$ cat src/rtl/fetch_sequencer.sv
// fetch_sequencer: drives instruction_memory reads from the PC and buffers fetched
// words in a 2-entry valid/ready FIFO, with redirect flush and halt/start control.
module fetch_sequencer #(
    parameter int                ADDR_W    = 32,
    parameter int                INSTR_W   = 32,
    parameter logic [ADDR_W-1:0] RESET_PC  = '0,
    parameter int                MEM_DEPTH = 1024
) (
    input  logic               clk,
    input  logic               reset,
    input  logic               start,
    input  logic               halt_req,
    input  logic               redirect_valid,
    input  logic [ADDR_W-1:0]  redirect_pc,
    output logic [ADDR_W-1:0]  imem_addr,
    output logic               imem_en,
    input  logic [INSTR_W-1:0] imem_instr,
    output logic               out_valid,
    output logic [INSTR_W-1:0] out_instr,
    output logic [ADDR_W-1:0]  out_pc,
    input  logic               out_ready,
    output logic               busy,
    output logic [1:0]         state_o
);
    typedef enum logic [1:0] {IDLE, FETCH, DRAIN, HALT} state_t;

    state_t              state_q, state_d;
    logic [ADDR_W-1:0]   pc_q, pc_d, inflight_pc_q;
    logic                inflight_q;
    logic [1:0]          count_q, count_d;
    logic                wr_q, rd_q;
    logic [INSTR_W-1:0]  instr_q [2];
    logic [ADDR_W-1:0]   ipc_q [2];
    logic                flush, pop, push, issue;

    assign flush     = redirect_valid && state_q != IDLE;
    assign out_valid = count_q != 2'd0;
    assign pop       = out_valid && out_ready;
    assign push      = inflight_q && !flush;
    // A pop this cycle frees a slot for the word that this issue will return next cycle
    assign issue     = state_q == FETCH && !halt_req && !flush &&
                       (3'(count_q) + 3'(inflight_q)) < (3'd2 + 3'(pop));
    assign imem_en   = issue;
    assign imem_addr = pc_q;
    assign out_instr = instr_q[rd_q];
    assign out_pc    = ipc_q[rd_q];
    assign busy      = state_q == FETCH || state_q == DRAIN || inflight_q;
    assign state_o   = state_q;

    always_comb begin
        state_d = state_q == IDLE  && start       ? FETCH :
                  state_q == FETCH && halt_req    ? DRAIN :
                  state_q == DRAIN && !inflight_q ? HALT  :
                  state_q == HALT  && start       ? FETCH : state_q;
        pc_d    = state_q == IDLE && start ? RESET_PC :
                  flush ? redirect_pc % ADDR_W'(MEM_DEPTH) :
                  issue ? (pc_q == ADDR_W'(MEM_DEPTH - 1) ? '0 : pc_q + 1'b1) : pc_q;
        count_d = flush ? 2'd0 : count_q + 2'(push) - 2'(pop);
    end

    always_ff @(posedge clk or posedge reset) begin
        if (reset) begin
            state_q       <= IDLE;
            pc_q          <= RESET_PC;
            inflight_q    <= 1'b0;
            inflight_pc_q <= '0;
            count_q       <= 2'd0;
            wr_q          <= 1'b0;
            rd_q          <= 1'b0;
            for (int i = 0; i < 2; i++) begin
                instr_q[i] <= '0;
                ipc_q[i]   <= '0;
            end
        end else begin
            state_q    <= state_d;
            pc_q       <= pc_d;
            inflight_q <= issue;
            count_q    <= count_d;
            if (issue)
                inflight_pc_q <= pc_q;
            if (flush) begin
                wr_q <= 1'b0;
                rd_q <= 1'b0;
            end else begin
                if (push) begin
                    instr_q[wr_q] <= imem_instr;
                    ipc_q[wr_q]   <= inflight_pc_q;
                    wr_q          <= ~wr_q;
                end
                if (pop)
                    rd_q <= ~rd_q;
            end
        end
    end
endmodule

$ cat config.mk
export PLATFORM = sky130hd
export DESIGN_NAME = fetch_sequencer
export DESIGN_NICKNAME = d
export VERILOG_FILES = /design/src/rtl/fetch_sequencer.sv
export SDC_FILE = /design/constraint.sdc
export NUM_CORES = 1
export LEC_CHECK = 0
export CAP_MARGIN = 10
export CORE_MARGIN = 3
export CORE_UTILIZATION = 55
export DETAILED_ROUTE_END_ITERATION = 6
export DONT_BUFFER_PORTS = 1
export HOLD_SLACK_MARGIN = 0.06
export PLACE_DENSITY = 0.8
export REMOVE_ABC_BUFFERS = 1
export SYNTH_ARGS = -nofsm -noshare
export SYNTH_HDL_FRONTEND = slang
export SYNTH_SLANG_ARGS = --single-unit
$ cat constraint.sdc
create_clock -name clk -period 18.16 [get_ports clk]
set_clock_uncertainty 0.1 [all_clocks]
set_input_delay 1.816 -clock clk [delete_from_list [all_inputs] [get_ports clk]]
set_output_delay 1.816 -clock clk [all_outputs]
set_load 0.02 [all_outputs]
==> qor.yml <==
grt:
  grt-ovfl-total: 0
  grt_pass1_wl_microns: 31400
  grt_antenna_before_repair: 0
  grt_use_total_pct: 21.9
  grt_pass1_vias: 5892
  grt_max_degree: 123
floorplan:
  die_area_sq_um: 18200
  ios: 171
  core_area_sq_um: 16100
  die_width_microns: 135
  start_util_pct: 57.0
  core.rowCount: 46
  die_height_microns: 135
power:
  seqPwrFrac_pct: 44.4
  switchingPower_uw: 505
  total_power_uw: 1470
  switching_share_pct: 34.3
  combinationalPowerShare_pct: 29.8
  power_density_nw_per_um2: 148
  p_leak_uw: 0.00462
  p_int_uw: 965
  ir_drop_uv: 120
  clkPwrFrac_pct: 25.8
logic_synthesis:
  synthesis.area_sq_um: 9150
  ys_top_cells_by_area: "dfrtp_1, mux2_2, a31oi_1"
  synth-edff-count: 0
  synth_warnings: 0
  ys.flop_type: "dfrtp_1"
  ys_seq_elements: 199
  synth_cells: 696
  synth_top_area_share_pct: 54.4
  synth_top_area_cell: "dfrtp_1"
  seq_area_frac_synth_pct: 54.4
  ys_types: 39
  syn_area_per_cell_sq_um: 13.1
  synthArstFlopShare_pct: 100
detailed_routing:
  ant_nets: 0
  wl_per_cell_microns: 21.7
  drcViolationCount: 0
  via_per_inst: 6.28
  wirelength_microns: 19800
  firstDrtPassIters: 5
  vias: 5728
  drt_iter0_markers: 502
clocking:
  clk_pin_slew_ps: 70
  cts_repair_resize_count: 0
  numCtsBuffers: 17
  cts_sinks: 199
  cts-htree-levels: 4
  clk-insertion-delay-late_ps: 420
  postCtsSetupBuffers: 0
  hold_buffers: 0
  cts_tree: "done"
  clk_path_buf_depth: 2
  cts-root-buf: "clkbuf_16"
place:
  dp.cells: 881
  port_buffers: 0
  place_congestion: 0.956
  hpwl_microns: 13000
timing:
  grt_setup_unrepaired: "no"
  finalSetupViolCount: 0
  finalHoldViolations: 0
  max_slew_margin_pct: 25.3
  maxSlewViolCount: 0
  fmax_mhz: 192
  tightest_slew_ps: 1120
  hold_ws_ps: 402
  fin_crit_sh_pct: 28.7
  setup_tns_ps: 0
  period_minus_slack_ps: 5200
min_path:
  hold_path_class: "reg2reg"
critical_path:
  cp_cell_sequence: "o21ai_0, o21ai_0, nand3_1, nor2_4"
  required_ps: 16240
  slowest_stage: "nand3_1"
  cpPeakStageDelay_ps: 510
  crit_family: "simple AND/OR/NAND/NOR gates"
  end_kind: "primary output"
  worst-path-buf-inv: 0
  path_class: "in2out"
  crit_arrival_ps: 3290
  cpMostUsedCell: "o21ai_0"
  worst-path-max-fanout: 10
  crit_path_start_kind: "primary input"
final_layout:
  nets: 763
  final_cell_mix: "mux2_2, dfrtp_1, a31oi_1"
  final_cells: 912
  syn2layout_area_growth_pct: 8.48
  n_fill_cell: 1199
  drive_gt1_share_pct: 39.1
  layout_commonest_cell: "mux2_2"
  n_antenna_cell: 0
job:
  drv_cap: 0
status:
  status: "complete, no violations"
## sequential cells by signal, summed over array words and instances, names as in the netlist
signal	count
count_q	2
inflight_pc_q	32
rd_q	1
inflight_q	1
imem_addr	32
ipc_q	64
instr_q	64
state_o	2
wr_q	1
## cells by family after synthesis
family                   count (synthesis)  synth area share (%)
XOR/XNOR                                 5                 0.479
multiplexers                           232                  28.5
AND/OR/NAND/NOR                        139                  8.48
flip-flops                             199                  54.4
buffers and inverters                   46                  2.31
adder cells (fa/ha/maj)                  9                  1.23
AO/OA/AOI/OAI                           66                  4.58
## per-stage QoR
step                      cell area [sq um]  utilization (%)  setup slack (ps)
final                                  9920             61.8             12960
after CTS                              9920             61.8             13020
after floorplan                        8970                -             10820
after detailed placement               9320             58.0             13020
after global placement                 9320             58.0             13050
after global routing                   9920             61.8             12850
## Yosys cell counts, types with 2 or more instances
cell type and number:
a21oi_1 7, a22oi_1 4, a31oi_1 31, and2_1 5, and3_1 10, and4_1 4
buf_2 4, buf_6 3, clkbuf_1 29, dfrtp_1 199, ha_1 9, inv_1 9
mux2_2 225, mux2i_1 7, nand2_1 27, nand2b_1 3, nand3_1 20, nand3b_1 10
nand4_1 16, nor2_1 14, nor2b_1 2, nor3_1 5, nor4_1 10, o211ai_1 8
o21ai_0 9, o22ai_1 2, o311ai_0 2, o31a_1 2, or2_2 4, or3_1 2
or4_1 3, xnor2_1 2, xor2_1 3
## power groups by stage
stage | logic (uW) | registers (uW) | clock network (uW)
6_report | 438 | 653 | 379
3_5_place_dp | 440 | 659 | 0
3_3_place_gp | 424 | 645 | 0
2_1_floorplan | 357 | 643 | 0
4_1_cts | 443 | 652 | 386
5_1_grt | 470 | 666 | 405
## path summary, 6_finish.rpt
path                            start                 to  slack, ps  cells past startpoint
max                         out_ready            imem_en      12960                      4
min                         ipc_q[63]          ipc_q[63]        400                      1
max reg2reg                inflight_q  inflight_pc_q[17]      14930                      6
min reg2reg                 ipc_q[63]          ipc_q[63]        400                      1
max in group asynchronous       reset          ipc_q[14]      15180                      2
min in group asynchronous       reset        instr_q[56]       1320                      1
## area by class of cell
| class | instances | area, sq um | area share, % |
|---|---|---|---|
| Inverter | 9 | 41.3 | 0.416 |
| Clock inverter | 9 | 118 | 1.19 |
| Tap cell | 216 | 270 | 2.72 |
| Clock buffer | 22 | 484 | 4.88 |
| Multi-Input combinational cell | 451 | 3980 | 40.1 |
| Timing Repair Buffer | 6 | 45.0 | 0.454 |
| Sequential cell | 199 | 4980 | 50.2 |
## routing by layer
metal / track usage (%) / vias to the layer above / share of wire, %
met2: 36.5 / 253 / 49
met4: 6.44 / 0 / 1.7
met1: 26.8 / 2874 / 40
met3: 8.08 / 42 / 9.4
li1: - / 2559 / -
met5: 0 / - / 0
Power figures use the tool's default switching activity.
